--- src/rtl/mem_arbiter_if.sv ---
// mem_arbiter_if
// Bundles every signal between mem_arbiter, its three requesters (loader,
// video, CPU) and the downstream SDRAM controller wrapper.
//   slave  : arbiter side (takes requests and mem_done/mem_dout, drives acks,
//            rdata, status and the memory strobes)
//   master : requester/memory side (the mirror image)
// Handshake: a requester holds req high with stable addr/data until it sees
// its one-cycle ack, and drops req on the clock edge that ends the ack cycle;
// req still high in the following cycle is a new request. Downstream, one
// mem_rd/mem_we strobe cycle is answered by one mem_done pulse no earlier than
// the cycle after the strobe; mem_dout is valid with mem_done.
// dbg_state exposes the arbiter FSM state (0 IDLE, 1 ISSUE, 2 WAIT, 3 DONE).
interface mem_arbiter_if #(
    parameter int AW = 25
);
    logic          ld_active;
    logic          ld_req;
    logic          ld_we;
    logic [AW-1:0] ld_addr;
    logic [7:0]    ld_din;
    logic          ld_ack;
    logic          vid_req;
    logic [AW-1:0] vid_addr;
    logic          vid_ack;
    logic          cpu_req;
    logic          cpu_we;
    logic [AW-1:0] cpu_addr;
    logic [7:0]    cpu_din;
    logic          cpu_ack;
    logic [7:0]    rdata;
    logic          busy;
    logic          err;
    logic [AW-1:0] mem_addr;
    logic [7:0]    mem_din;
    logic          mem_rd;
    logic          mem_we;
    logic [7:0]    mem_dout;
    logic          mem_done;
    logic [1:0]    dbg_state;

    modport slave (
        input  ld_active, ld_req, ld_we, ld_addr, ld_din,
        input  vid_req, vid_addr,
        input  cpu_req, cpu_we, cpu_addr, cpu_din,
        input  mem_dout, mem_done,
        output ld_ack, vid_ack, cpu_ack, rdata, busy, err,
        output mem_addr, mem_din, mem_rd, mem_we, dbg_state
    );

    modport master (
        output ld_active, ld_req, ld_we, ld_addr, ld_din,
        output vid_req, vid_addr,
        output cpu_req, cpu_we, cpu_addr, cpu_din,
        output mem_dout, mem_done,
        input  ld_ack, vid_ack, cpu_ack, rdata, busy, err,
        input  mem_addr, mem_din, mem_rd, mem_we, dbg_state
    );
endinterface

--- src/rtl/mem_arbiter.sv ---
// mem_arbiter
// Single-port memory arbiter between the SDRAM controller wrapper and three
// requesters: loader > video > CPU fixed priority, one access in flight at a
// time, with a WAIT timeout so a lost mem_done cannot hang a requester.
// Ports:
//   clk_sys  system clock, all logic on the rising edge
//   reset    synchronous, active-high
//   bus      mem_arbiter_if.slave (requester, memory and status signals)
// Parameters: AW address width, MAX_VID_BURST video grants allowed while the
// CPU waits (anti-starvation only), TIMEOUT WAIT cycles before a forced
// completion (8-bit counter).
// Optional feature macro: ARB_ANTISTARVE_EN -- after MAX_VID_BURST video grants
// made while the CPU was requesting, the next arbitration goes to the CPU.
// Without it priority is strict and the CPU can starve under constant video.
module mem_arbiter #(
    parameter int AW            = 25,
    parameter int MAX_VID_BURST = 4,
    parameter int TIMEOUT       = 255
) (
    input  logic         clk_sys,
    input  logic         reset,
    mem_arbiter_if.slave bus
);
    typedef enum logic [1:0] {
        ST_IDLE  = 2'd0,
        ST_ISSUE = 2'd1,
        ST_WAIT  = 2'd2,
        ST_DONE  = 2'd3
    } state_t;

    typedef enum logic [1:0] {
        G_NONE = 2'd0,
        G_LD   = 2'd1,
        G_VID  = 2'd2,
        G_CPU  = 2'd3
    } grant_t;

    state_t        state_q, state_d;
    grant_t        grant_q, win;
    logic [AW-1:0] addr_q, win_addr;
    logic [7:0]    din_q, win_din, rdata_q, cnt_q;
    logic          we_q, win_we, err_q;
    logic          vid_ok, cpu_ok, cpu_first, timed_out;

    // ld_active hands the whole memory to the loader.
    assign vid_ok    = bus.vid_req & ~bus.ld_active;
    assign cpu_ok    = bus.cpu_req & ~bus.ld_active;
    assign timed_out = (cnt_q == 8'(TIMEOUT));

`ifdef ARB_ANTISTARVE_EN
    localparam int VRW = $clog2(MAX_VID_BURST) + 1;
    logic [VRW-1:0] vid_run_q;

    // Counts video grants taken while the CPU was waiting; only moves in IDLE,
    // the only state where arbitration happens.
    always_ff @(posedge clk_sys) begin
        if (reset) begin
            vid_run_q <= '0;
        end else if (state_q == ST_IDLE) begin
            if (!cpu_ok || win == G_CPU) begin
                vid_run_q <= '0;
            end else if (win == G_VID) begin
                vid_run_q <= vid_run_q + 1'b1;
            end
        end
    end

    assign cpu_first = cpu_ok && (vid_run_q == VRW'(MAX_VID_BURST));
`else
    assign cpu_first = 1'b0;
`endif

    // Arbitration winner; only consumed while in IDLE.
    always_comb begin
        win      = G_NONE;
        win_addr = '0;
        win_din  = '0;
        win_we   = 1'b0;
        if (bus.ld_req) begin
            win      = G_LD;
            win_addr = bus.ld_addr;
            win_din  = bus.ld_din;
            win_we   = bus.ld_we;
        end else if (cpu_first || (cpu_ok && !vid_ok)) begin
            win      = G_CPU;
            win_addr = bus.cpu_addr;
            win_din  = bus.cpu_din;
            win_we   = bus.cpu_we;
        end else if (vid_ok) begin
            win      = G_VID;
            win_addr = bus.vid_addr;
        end
    end

    // FSM state register
    always_ff @(posedge clk_sys) begin
        if (reset) begin
            state_q <= ST_IDLE;
        end else begin
            state_q <= state_d;
        end
    end

    // FSM next state
    always_comb begin
        state_d = state_q;
        case (state_q)
            ST_IDLE:  if (win != G_NONE) state_d = ST_ISSUE;
            ST_ISSUE: state_d = ST_WAIT;
            ST_WAIT:  if (bus.mem_done || timed_out) state_d = ST_DONE;
            ST_DONE:  state_d = ST_IDLE;
            default:  state_d = ST_IDLE;
        endcase
    end

    // Grant/address latch, timeout counter, read data and error flag.
    // mem_done is only looked at in WAIT, so stray or late pulses are ignored.
    always_ff @(posedge clk_sys) begin
        if (reset) begin
            grant_q <= G_NONE;
            addr_q  <= '0;
            din_q   <= '0;
            we_q    <= 1'b0;
            cnt_q   <= '0;
            rdata_q <= '0;
            err_q   <= 1'b0;
        end else begin
            err_q <= 1'b0;
            case (state_q)
                ST_IDLE: begin
                    if (win != G_NONE) begin
                        grant_q <= win;
                        addr_q  <= win_addr;
                        din_q   <= win_din;
                        we_q    <= win_we;
                    end
                end
                ST_ISSUE: cnt_q <= '0;
                ST_WAIT: begin
                    if (bus.mem_done) begin
                        if (!we_q) rdata_q <= bus.mem_dout;
                    end else if (timed_out) begin
                        if (!we_q) rdata_q <= 8'hFF;
                        err_q <= 1'b1;
                    end else begin
                        cnt_q <= cnt_q + 8'd1;
                    end
                end
                ST_DONE: grant_q <= G_NONE;
                default: grant_q <= G_NONE;
            endcase
        end
    end

    // FSM outputs
    always_comb begin
        bus.mem_rd  = (state_q == ST_ISSUE) && !we_q;
        bus.mem_we  = (state_q == ST_ISSUE) && we_q;
        bus.ld_ack  = (state_q == ST_DONE) && (grant_q == G_LD);
        bus.vid_ack = (state_q == ST_DONE) && (grant_q == G_VID);
        bus.cpu_ack = (state_q == ST_DONE) && (grant_q == G_CPU);
        bus.busy    = (state_q != ST_IDLE);
    end

    assign bus.mem_addr  = addr_q;
    assign bus.mem_din   = din_q;
    assign bus.rdata     = rdata_q;
    assign bus.err       = err_q;
    assign bus.dbg_state = state_q;
endmodule

--- src/flat_wrapper.sv ---
// flat-port wrapper written by rule: the top's interface ports become plain ports
module mem_arbiter_flat 
#(
    parameter int AW            = 25,
    parameter int MAX_VID_BURST = 4,
    parameter int TIMEOUT       = 255
)
  (clk_sys, reset, bus_ld_active, bus_ld_req, bus_ld_we, bus_ld_addr, bus_ld_din, bus_vid_req, bus_vid_addr, bus_cpu_req, bus_cpu_we, bus_cpu_addr, bus_cpu_din, bus_mem_dout, bus_mem_done, bus_ld_ack, bus_vid_ack, bus_cpu_ack, bus_rdata, bus_busy, bus_err, bus_mem_addr, bus_mem_din, bus_mem_rd, bus_mem_we, bus_dbg_state);
  mem_arbiter_if #(.AW(AW)) bus_i ();
  input  logic clk_sys;
  input  logic reset;
  input wire logic [$bits(bus_i.ld_active)-1:0] bus_ld_active;
  input wire logic [$bits(bus_i.ld_req)-1:0] bus_ld_req;
  input wire logic [$bits(bus_i.ld_we)-1:0] bus_ld_we;
  input wire logic [$bits(bus_i.ld_addr)-1:0] bus_ld_addr;
  input wire logic [$bits(bus_i.ld_din)-1:0] bus_ld_din;
  input wire logic [$bits(bus_i.vid_req)-1:0] bus_vid_req;
  input wire logic [$bits(bus_i.vid_addr)-1:0] bus_vid_addr;
  input wire logic [$bits(bus_i.cpu_req)-1:0] bus_cpu_req;
  input wire logic [$bits(bus_i.cpu_we)-1:0] bus_cpu_we;
  input wire logic [$bits(bus_i.cpu_addr)-1:0] bus_cpu_addr;
  input wire logic [$bits(bus_i.cpu_din)-1:0] bus_cpu_din;
  input wire logic [$bits(bus_i.mem_dout)-1:0] bus_mem_dout;
  input wire logic [$bits(bus_i.mem_done)-1:0] bus_mem_done;
  output wire logic [$bits(bus_i.ld_ack)-1:0] bus_ld_ack;
  output wire logic [$bits(bus_i.vid_ack)-1:0] bus_vid_ack;
  output wire logic [$bits(bus_i.cpu_ack)-1:0] bus_cpu_ack;
  output wire logic [$bits(bus_i.rdata)-1:0] bus_rdata;
  output wire logic [$bits(bus_i.busy)-1:0] bus_busy;
  output wire logic [$bits(bus_i.err)-1:0] bus_err;
  output wire logic [$bits(bus_i.mem_addr)-1:0] bus_mem_addr;
  output wire logic [$bits(bus_i.mem_din)-1:0] bus_mem_din;
  output wire logic [$bits(bus_i.mem_rd)-1:0] bus_mem_rd;
  output wire logic [$bits(bus_i.mem_we)-1:0] bus_mem_we;
  output wire logic [$bits(bus_i.dbg_state)-1:0] bus_dbg_state;
  assign bus_i.ld_active = bus_ld_active;
  assign bus_i.ld_req = bus_ld_req;
  assign bus_i.ld_we = bus_ld_we;
  assign bus_i.ld_addr = bus_ld_addr;
  assign bus_i.ld_din = bus_ld_din;
  assign bus_i.vid_req = bus_vid_req;
  assign bus_i.vid_addr = bus_vid_addr;
  assign bus_i.cpu_req = bus_cpu_req;
  assign bus_i.cpu_we = bus_cpu_we;
  assign bus_i.cpu_addr = bus_cpu_addr;
  assign bus_i.cpu_din = bus_cpu_din;
  assign bus_i.mem_dout = bus_mem_dout;
  assign bus_i.mem_done = bus_mem_done;
  assign bus_ld_ack = bus_i.ld_ack;
  assign bus_vid_ack = bus_i.vid_ack;
  assign bus_cpu_ack = bus_i.cpu_ack;
  assign bus_rdata = bus_i.rdata;
  assign bus_busy = bus_i.busy;
  assign bus_err = bus_i.err;
  assign bus_mem_addr = bus_i.mem_addr;
  assign bus_mem_din = bus_i.mem_din;
  assign bus_mem_rd = bus_i.mem_rd;
  assign bus_mem_we = bus_i.mem_we;
  assign bus_dbg_state = bus_i.dbg_state;
  mem_arbiter #(.AW(AW), .MAX_VID_BURST(MAX_VID_BURST), .TIMEOUT(TIMEOUT)) u_core (.clk_sys(clk_sys), .reset(reset), .bus(bus_i));
endmodule
--- config.mk ---
export PLATFORM = sky130hd
export DESIGN_NAME = mem_arbiter_flat
export DESIGN_NICKNAME = d
export VERILOG_FILES = /design/src/rtl/mem_arbiter_if.sv /design/src/rtl/mem_arbiter.sv /design/src/flat_wrapper.sv
export SDC_FILE = /design/constraint.sdc
export NUM_CORES = 1
export LEC_CHECK = 0
export BUFFER_PORTS_ARGS = -buffer_cell sky130_fd_sc_hd__buf_4
export CORE_MARGIN = 3
export CORE_UTILIZATION = 44
export CTS_CLUSTER_SIZE = 20
export DETAILED_ROUTE_END_ITERATION = 7
export PLACE_DENSITY = 0.89
export RECOVER_POWER = 25
export SYNTH_ARGS = -nofsm -noshare
export SYNTH_HDL_FRONTEND = slang
export SYNTH_SLANG_ARGS = --single-unit
--- constraint.sdc ---
create_clock -name clk_sys -period 2 [get_ports clk_sys]
set_input_delay 0.4 -clock clk_sys [delete_from_list [all_inputs] [get_ports clk_sys]]
set_output_delay 0.4 -clock clk_sys [all_outputs]
set_load 0.02 [all_outputs]
==> impl_metrics.csv, run 1 <==
group,metric,value,unit
routing,wirelength,8.237,mm
finish,layout.nets,565,
sta,finalHoldViolations,0,
die,die_w,85.38,um
routing,wl_met3,764,um
pwr,power_leakage,1.766,nW
finish,seq_area,0.001101,mm2
die,start_util,46.01,%
global_routing,antenna_found_initial,0,
placed_design,dp_hpwl,6.438,mm
setup_path,worstPathMaxFanout,6,
yosys,synth_edf_count,0,
sta,maxSlewHeadroom,32.75,%
clocking,cts_root_buf,"clkbuf_8",
clocking,clk_latency,0.30,ns
setup_path,r2r_cells,6,
sta,drv_slew,0,
die,num_rows,28,
yosys,synth_top_cell_by_area,"dfxtp_1",
setup_path,cp_data_required_time,1.60,ns
sta,whs,0.3598,ns
pwr,power_density,911.2,mW/mm2
clocking,cts_buffers,5,
pwr,p_comb_share,39.9,%
placed_design,place_ws,0.03840,ns
placed_design,port_buffers,157,
die,dieArea,0.007290,mm2
routing,routed-via-count,2937,
setup_path,endpoint_kind,"primary output",
global_routing,grt_pass1_wl,13.54,mm
setup_path,crit_arrival,1.39,ns
clocking,cts.sinks,55,
routing,wl_met2,4.047,mm
die,die_h,85.38,um
finish,insertedDiodeCount,0,
routing,highest_layer,"met4",
yosys,synthesis.area,0.002773,mm2
clocking,post_cts.repair.setup_buffers,0,
global_routing,grt_max_degree,39,
pwr,power_frac_seq,39.5,%
sta,min_period_over_period,89.41,%
routing,drcViolationCount,0,
yosys,yosysSeqAreaShare,39.71,%
yosys,synthArstFlopShare,0,%
pwr,netSwitchingFraction,37.25,%
pwr,power.internal,2.273,mW
sta,rsz0062_at_grt,"no",
setup_path,path_class,"reg -> out",
yosys,yosysWarnings,0,
routing,vias_per_cell,5.573,
clocking,path_clk_slew,0.09,ns
clocking,cts_tree,"yes",
pwr,p_switching,1.349,mW
status,run_status,"completed",
finish,fillers,537,
clocking,cts_buffer_depth,2,
sta,min_period,1.788,ns
global_routing,grt_pass1_vias,2839,
sta,tightest_slew,1.004,ns
yosys,synthTopCellsByArea,"dfxtp_1 40%, a22o_1 7.9%, a22oi_1 6.8%",
sta,fmax,0.5592,GHz
global_routing,grt_overflow_total,0,
pwr,p_clk_share,20.6,%
die,core_area,0.006026,mm2
sta,worst_slack,0.2117,ns
yosys,synth_top_area_share,39.71,%
routing,wl_per_cell,15.63,um
finish,syn2layout_area_growth,43.37,%
routing,met1_length,3.161,mm
routing,drt_iter0_drc,126,
global_routing,track_usage,22.66,%
yosys,synthFlopType,"dfxtp_1",
clocking,cts_max_level,2,
sta,final-setup-viol-count,0,
yosys,ys_ff_latch,55,
finish,multiInputGateArea,0.001506,mm2
worst_hold_path,hold_path.class,"in -> reg",
yosys,avgSynthCellArea,9.061,um2
finish,drive_gt1_share,35.84,%
yosys,syn-num-nets,420,
setup_path,cp-start-kind,"register",
pwr,worst_ir_drop_vdd,0.5561,mV
die,num_io_pins,158,
sta,finalSetupTns,0,ns
yosys,syn_inst,306,
run,cap_violations,0,
sta,fin_skew,0.01230,ns
yosys,synth.distinct_cells,47,
routing,ant_nets,0,
placed_design,gp_congestion,0.8422,
worst_hold_path,worstHoldPathCells,2,
routing,drt_first_pass_iters,5,
[power by group through the flow]
stage	Sequential (mW)	Combinational [mW]	Clock, mW
final	1.43	1.45	0.745
after global routing	1.46	1.59	0.823
after CTS	1.43	1.54	0.764
after detailed placement	1.45	1.54	0
after global placement	1.45	1.50	0
after floorplan	1.65	0.753	0
[cell families (layout without fill, tap and decap cells)]
family                   after synthesis  count (layout)  synth area share [%]
AO/OA/AOI/OAI                        119             119                 32.85
AND/OR/NAND/NOR                       95              95                 17.92
flip-flops                            55              55                 39.71
buffers and inverters                 30             176                 6.273
adder cells (fa/ha/maj)                6               6                 2.708
multiplexers                           1               1                0.5414
[Yosys cell counts, types with 2 or more instances]
master / instances
a21oi_1: 6
a22o_1: 25
a22oi_1: 25
a311oi_1: 9
and2_1: 2
and3_1: 3
buf_2: 10
buf_6: 6
clkbuf_1: 8
dfxtp_1: 55
ha_1: 6
inv_1: 5
nand2_1: 42
nand2b_1: 4
nand3_1: 5
nand3b_1: 10
nor2_1: 17
nor2b_1: 2
o211a_1: 3
o21ai_0: 24
o21ai_1: 5
o221a_2: 7
o221ai_1: 3
[through the flow]
stage	total power [mW]	instance area [um2]	utilization, %	std cells
4_1_cts	3.737	4066	67.48	527
5_1_grt	3.872	3975	65.97	527
6_report	3.622	3975	65.97	527
3_3_place_gp	2.948	3950	65.55	519
3_5_place_dp	2.994	3950	65.55	519
2_1_floorplan	2.399	2773	-	306
[area by class of cell]
cell class,count,share of cell area (%)
Tap cell,75,2.361
Timing Repair Buffer,163,28.64
Inverter,5,0.4721
Sequential cell,55,27.70
Multi-Input combinational cell,221,37.90
Clock buffer,5,1.731
Clock inverter,3,1.196
[layout by cell type (no fill, tap or decap), types with 3 or more instances in the layout]
cell and count:
o221a_2 7, o21ai_1 5, clkbuf_1 26, clkbuf_8 5
nand3_1 5, nand3b_1 10, and3_1 3, a22oi_1 25
ha_1 6, a21oi_1 6, inv_1 5, a22o_1 25
o211a_1 3, buf_4 136, nor2_1 17, nand2_1 42
o21ai_0 24, dfxtp_1 55, nand2b_1 4, a311oi_1 9
o221ai_1 3
[layer usage]
metal / vias up / GRT usage [%]
met5: - / 0
met4: 0 / 8.921
met3: 24 / 6.408
met2: 149 / 37.43
met1: 1315 / 27.82
li1: 1449 / -
[critical path: stages, from the launching register on]
cell	delay (ns)
dfxtp_1	0.41
inv_1	0.10
ha_1	0.26
and2_1	0.18
buf_4	0.15
[registers in the layout, summed over array words and instances, names as in the netlist]
name,flops
u_core.bus.dbg_state,2
u_core.we_q,1
u_core.cnt_q,8
u_core.bus.rdata,8
u_core.bus.err,1
u_core.bus.mem_addr,25
u_core.bus.mem_din,8
u_core.grant_q,2
[worst paths after layout]
check | end | slack (ns) | startpoint
max | bus_mem_we | 0.21 | u_core.bus.dbg_state[1]$_SDFFE_PP0P_
min | u_core.bus.rdata[0]$_SDFFE_PP0P_ | 0.36 | bus_mem_dout[0]
max reg2reg | u_core.cnt_q[7]$_SDFFE_PP0P_ | 0.29 | u_core.bus.dbg_state[0]$_SDFFE_PP0P_
min reg2reg | u_core.bus.mem_addr[0]$_SDFFE_PP0P_ | 0.48 | u_core.bus.mem_addr[0]$_SDFFE_PP0P_
[timing repair]
item / 4_1_cts / 5_1_grt
hold buffers: 0 / 0
endpoints found under the setup margin: 0 / 26
gates resized for setup: 0 / 2
No activity file was read; power rests on OpenSTA's default activity.
==> run 2, diff against run 1 <==
==> constraint.sdc (replaced) <==
create_clock -name clk_sys -period 1.95 [get_ports clk_sys]
set_input_delay 0.39 -clock clk_sys [delete_from_list [all_inputs] [get_ports clk_sys]]
set_output_delay 0.39 -clock clk_sys [all_outputs]
set_load 0.02 [all_outputs]
==> run 2 against run 1 <==
First-iteration DRC count up 45%; setup slack lost 0.070 ns; final area fell by 0.50%; worst hold slack got worse by 0.018 ns; global-route usage fell by 0.13 points; critical path depth unchanged; largest cell class unchanged; largest power group unchanged.
==> impl_metrics.csv, run 2 (synthesis gave the netlist of run 1 again) <==
group,metric,value,unit
setup_path,endpoint_kind,"primary output",
setup_path,regToRegStartpoint,"u_core.bus.dbg_state[0]$_SDFFE_PP0P_",
die,core_area,0.006026,mm2
setup_path,reg2reg_slack,0.19,ns
pwr,worst_ir_drop_vdd,0.5089,mV
routing,wirelength,8.415,mm
setup_path,rr_endpoint,"u_core.cnt_q[2]$_SDFFE_PP0P_",
die,num_io_pins,158,
sta,fin_skew,0.009903,ns
routing,routed-via-count,2955,
sta,final-setup-viol-count,0,
die,die_h,85.38,um
sta,tightest_slew,1.001,ns
pwr,power_leakage,1.759,nW
setup_path,cp-start-kind,"register",
die,start_util,46.01,%
sta,maxSlewHeadroom,32.93,%
placed_design,placed_area,0.003950,mm2
clocking,cts_max_level,2,
finish,largest_reg_flops,25,
setup_path,r2r_cells,6,
clocking,cts_tree,"yes",
clocking,cts_root_buf,"clkbuf_8",
global_routing,grt_pass1_wl,13.41,mm
sta,whs,0.3422,ns
setup_path,crit_arrival,1.42,ns
setup_path,crit_buf_inv,2,
placed_design,port_buffers,157,
routing,wl_per_cell,15.97,um
worst_hold_path,worstHoldPathCells,2,
placed_design,gp_congestion,0.8214,
clocking,cts_buffer_depth,2,
finish,insertedDiodeCount,0,
worst_hold_path,whs_endpoint,"u_core.bus.rdata[0]$_SDFFE_PP0P_",
sta,drv_slew,0,
finish,final_core_util,65.64,%
clocking,clk_latency,0.31,ns
worst_hold_path,hold_path.class,"in -> reg",
clocking,path_clk_slew,0.10,ns
pwr,power_density,914.4,mW/mm2
setup_path,crit_slowest_cell,"dfxtp_1",
setup_path,slowest_delay,0.42,ns
global_routing,grt_pass1_vias,2884,
global_routing,grt_overflow_total,0,
clocking,cts_buffers,5,
finish,drive_gt1_share,35.84,%
sta,finalHoldViolations,0,
finish,layout_commonest_cell,"buf_4",
setup_path,cp_data_required_time,1.56,ns
routing,drt_first_pass_iters,5,
sta,min_period_over_period,92.75,%
pwr,power,3.617,mW
routing,vias_per_cell,5.607,
finish,stdcell_area,0.003955,mm2
sta,min_period,1.809,ns
global_routing,grt_max_degree,39,
run,cap_violations,0,
finish,layout_common_cells,"136 x buf_4, 55 x dfxtp_1, 42 x nand2_1",
die,die_w,85.38,um
setup_path,path_class,"reg -> out",
status,run_status,"completed",
die,dieArea,0.007290,mm2
routing,drt_iter0_drc,183,
sta,finalSetupTns,0,ns
sta,fmax,0.5529,GHz
global_routing,track_usage,22.52,%
sta,rsz0062_at_grt,"no",
routing,ant_nets,0,
global_routing,antenna_found_initial,0,
die,num_rows,28,
routing,drcViolationCount,0,
clocking,cts.sinks,55,
finish,syn2layout_area_growth,42.64,%
setup_path,cp_cell_sequence,"inv_1, ha_1, and2_1, buf_4",
worst_hold_path,min_from,"bus_mem_dout[0]",
placed_design,dp_hpwl,6.495,mm
setup_path,worstPathMaxFanout,6,
setup_path,worst_path_dominant_cell_family,"flip-flops",
finish,layout.nets,565,
-- run 2: routing by layer --
| layer | vias to the layer above | wire (um) | GRT usage [%] |
|---|---|---|---|
| li1 | 1441 | - | - |
| met3 | 23 | 769 | 7.087 |
| met4 | 0 | 240 | 8.058 |
| met2 | 145 | 4193 | 38.42 |
| met1 | 1346 | 3212 | 26.51 |
| met5 | - | 0 | 0 |
-- run 2: worst max-delay path by stage --
stage                                         start                              endpoint  slack [ns]  cells past startpoint
6_report       u_core.bus.dbg_state[1]$_SDFFE_PP0P_                            bus_mem_we        0.14                      4
2_1_floorplan  u_core.bus.dbg_state[1]$_SDFFE_PP0P_          u_core.cnt_q[6]$_SDFFE_PP0P_        0.29                      5
5_1_grt        u_core.bus.dbg_state[0]$_SDFFE_PP0P_          u_core.cnt_q[7]$_SDFFE_PP0P_        0.02                      6
3_3_place_gp                          bus_ld_active  u_core.bus.mem_addr[23]$_SDFFE_PP0P_        0.06                      5
3_5_place_dp                          bus_ld_active  u_core.bus.mem_addr[23]$_SDFFE_PP0P_       -0.02                      5
4_1_cts        u_core.bus.dbg_state[0]$_SDFFE_PP0P_  u_core.bus.mem_addr[23]$_SDFFE_PP0P_       0.005                      5
-- run 2: power by group --
part	switching (mW)	total [mW]	internal (mW)
logic	0.870	1.48	0.612
registers	0.141	1.47	1.33
clock network	0.375	0.667	0.291
total	1.39	3.62	2.23
-- run 2: repair_timing --
| action | in CTS | in global routing |
|---|---|---|
| gates resized for setup | 0 | 2 |
| setup buffers | 0 | 0 |
| hold buffers | 0 | 0 |
| setup endpoints to repair | 0 | 26 |
-- run 2: layout make-up --
class | instances | area [um2]
clock buffer | 6 | 82.58
tap | 75 | 93.84
inverter | 5 | 18.77
fill | 508 | 2071
sequential | 55 | 1101
clock inverter | 2 | 13.76
timing repair buffer | 163 | 1139
multi-input combinational | 221 | 1506
-- run 2: metrics by stage --
| step | instances | setup WS (ns) |
|---|---|---|
| after floorplan | 306 | 0.2877 |
| after global placement | 519 | 0.05861 |
| after detailed placement | 519 | -0.01617 |
| after CTS | 527 | 0.004917 |
| after global routing | 527 | 0.02179 |
| final | 527 | 0.1413 |
-- run 2: worst reg2reg max path: stages (launching register included) --
cell and delay, ns:
dfxtp_1 0.36, inv_1 0.13, ha_1 0.25, nand2b_1 0.21, a21oi_2 0.38, nand2_1 0.11
a41o_1 0.23
==> run 3, diff against run 2 <==
--- a/config.mk
+++ b/config.mk
@@ -5,7 +5,7 @@
 export SDC_FILE = /design/constraint.sdc
 export NUM_CORES = 1
 export LEC_CHECK = 0
-export BUFFER_PORTS_ARGS = -buffer_cell sky130_fd_sc_hd__buf_4
+export BUFFER_PORTS_ARGS = -buffer_cell sky130_fd_sc_hd__buf_2
 export CORE_MARGIN = 3
 export CORE_UTILIZATION = 44
 export CTS_CLUSTER_SIZE = 20
==> run 3 against run 2 <==
Critical path depth unchanged; flip-flop and latch count unchanged; setup slack better by 0.0056 ns; fmax rose by 0.31%; sequential power hardly changed; die area unchanged; power about the same; clock-buffer cell count did not move; clock power rose by 19%; sequential share of layout area increased by 2.4 points; critical endpoint unchanged; largest cell class unchanged; highest routed layer unchanged.
==> impl_metrics.csv, run 3 (synthesis gave the netlist of run 1 again) <==
group,metric,value,unit
pwr,worst_ir_drop_vdd,0.5244,mV
routing,drcViolationCount,0,
clocking,cts_resized,0,
clocking,cts_buffer_depth,2,
pwr,netSwitchingFraction,37.99,%
global_routing,grt_pass1_wl,12.88,mm
worst_hold_path,hold_path.class,"in -> reg",
finish,largest_reg_flops,25,
finish,final_core_util,60.42,%
finish,syn2layout_area_growth,31.32,%
routing,drt_iter0_drc,148,
placed_design,gp_congestion,0.8873,
finish,insertedDiodeCount,0,
setup_path,cp-start-kind,"register",
global_routing,grt_overflow_total,0,
setup_path,crit_arrival,1.41,ns
sta,min_period_over_period,92.47,%
sta,finalSetupTns,0,ns
sta,tightest_slew,0.9856,ns
setup_path,cp_data_required_time,1.56,ns
sta,rsz0062_at_grt,"no",
pwr,p_comb_share,37.6,%
die,num_io_pins,158,
pwr,p_switching,1.373,mW
routing,wl_per_cell,14.97,um
setup_path,worstPathMaxFanout,6,
placed_design,dp_hpwl,6.003,mm
sta,maxSlewHeadroom,34.00,%
global_routing,grt_pass1_vias,2768,
sta,finalHoldViolations,0,
die,die_h,85.38,um
setup_path,cp_cell_sequence,"inv_1, ha_1, and2_1, buf_2",
sta,fin_skew,0.004290,ns
pwr,power_density,992.6,mW/mm2
setup_path,rr_endpoint,"u_core.cnt_q[2]$_SDFFE_PP0P_",
placed_design,port_buffers,157,
setup_path,worst_path_dominant_cell_family,"flip-flops",
routing,wirelength,7.874,mm
setup_path,crit_buf_inv,2,
finish,layout_commonest_cell,"buf_2",
routing,ant_nets,0,
pwr,power.internal,2.241,mW
clocking,cts_buffers,5,
sta,final-setup-viol-count,0,
setup_path,reg2reg_slack,0.17,ns
sta,fmax,0.5546,GHz
routing,drt_first_pass_iters,6,
die,start_util,46.01,%
global_routing,antenna_found_initial,0,
finish,fillers,534,
clocking,cts.sinks,55,
setup_path,slowest_delay,0.41,ns
setup_path,startpoint,"u_core.bus.dbg_state[1]$_SDFFE_PP0P_",
pwr,p_clk_share,21.9,%
pwr,power_frac_seq,40.5,%
setup_path,crit_slowest_cell,"dfxtp_1",
finish,layout.nets,564,
setup_path,r2r_cells,6,
clocking,cts_root_buf,"clkbuf_8",
pwr,power_leakage,1.668,nW
setup_path,endpoint_kind,"primary output",
die,num_rows,28,
setup_path,regToRegStartpoint,"u_core.bus.dbg_state[0]$_SDFFE_PP0P_",
sta,min_period,1.803,ns
clocking,hold_buffers,0,
run,cap_violations,0,
die,dieArea,0.007290,mm2
routing,vias_per_cell,5.492,
global_routing,track_usage,21.56,%
setup_path,cp.depth,4,
finish,layout_common_cells,"131 x buf_2, 55 x dfxtp_1, 42 x nand2_1",
clocking,cts_max_level,2,
routing,routed-via-count,2889,
clocking,cts_tree,"yes",
status,run_status,"completed",
sta,whs,0.3409,ns
die,core_area,0.006026,mm2
clocking,post_cts.repair.setup_buffers,0,
setup_path,cp-endpoint,"bus_mem_we",
die,die_w,85.38,um
clocking,path_clk_slew,0.10,ns
global_routing,grt_max_degree,69,
setup_path,path_class,"reg -> out",
clocking,clk_latency,0.31,ns
finish,drive_gt1_share,35.70,%
sta,drv_slew,0,
-- run 3: cell count changes in the layout (fill, tap and decap cells not counted), sizes merged --
cell and delta:
inv -1, buf -1, bufinv +1
-- run 3: layout make-up --
class,count,area (um2),share of cell area (%)
multi-input combinational,221,1506,41.37
tap,75,93.84,2.577
timing repair buffer,162,803.3,22.06
clock inverter,2,35.03,0.9622
clock buffer,6,82.58,2.268
sequential,55,1101,30.24
inverter,5,18.77,0.5155
-- run 3: per-layer routing --
metal	part of all wire (%)	routed length, um	up-vias	GRT usage (%)
li1	-	-	1442	-
met2	49	3838	156	36.16
met3	9.5	745	14	4.854
met1	40	3119	1277	26.95
met5	0	0	-	0
met4	2.2	171	0	8.058
-- run 3: worst min path at each step --
stage | from | to | slack, ns | depth (start not counted)
floorplan | u_core.cnt_q[1]$_SDFFE_PP0P_ | u_core.cnt_q[1]$_SDFFE_PP0P_ | 0.47 | 2
global placement | u_core.bus.mem_addr[24]$_SDFFE_PP0P_ | u_core.bus.mem_addr[24]$_SDFFE_PP0P_ | 0.46 | 1
detailed placement | u_core.bus.mem_addr[2]$_SDFFE_PP0P_ | u_core.bus.mem_addr[2]$_SDFFE_PP0P_ | 0.46 | 1
CTS | bus_mem_dout[3] | u_core.bus.rdata[3]$_SDFFE_PP0P_ | 0.33 | 2
global route | bus_mem_dout[7] | u_core.bus.rdata[7]$_SDFFE_PP0P_ | 0.33 | 2
finish | bus_mem_dout[3] | u_core.bus.rdata[3]$_SDFFE_PP0P_ | 0.34 | 2
-- run 3: through the flow --
step | setup WS, ns | std cells | cell area (um2) | total power, mW
final | 0.1469 | 526 | 3641 | 3.614
after global routing | 0.01306 | 526 | 3641 | 3.834
after CTS | 0.01365 | 526 | 3667 | 3.664
after detailed placement | -0.005669 | 518 | 3550 | 2.879
after global placement | -0.05662 | 518 | 3550 | 2.835
after floorplan | 0.2877 | 306 | 2773 | 2.460
-- run 3: power groups by stage --
stage	Combinational (mW)	Clock, mW	Sequential, mW
finish	1.36	0.791	1.46
global route	1.48	0.858	1.49
CTS	1.40	0.806	1.46
detailed placement	1.40	0	1.48
global placement	1.36	0	1.48
floorplan	0.772	0	1.69
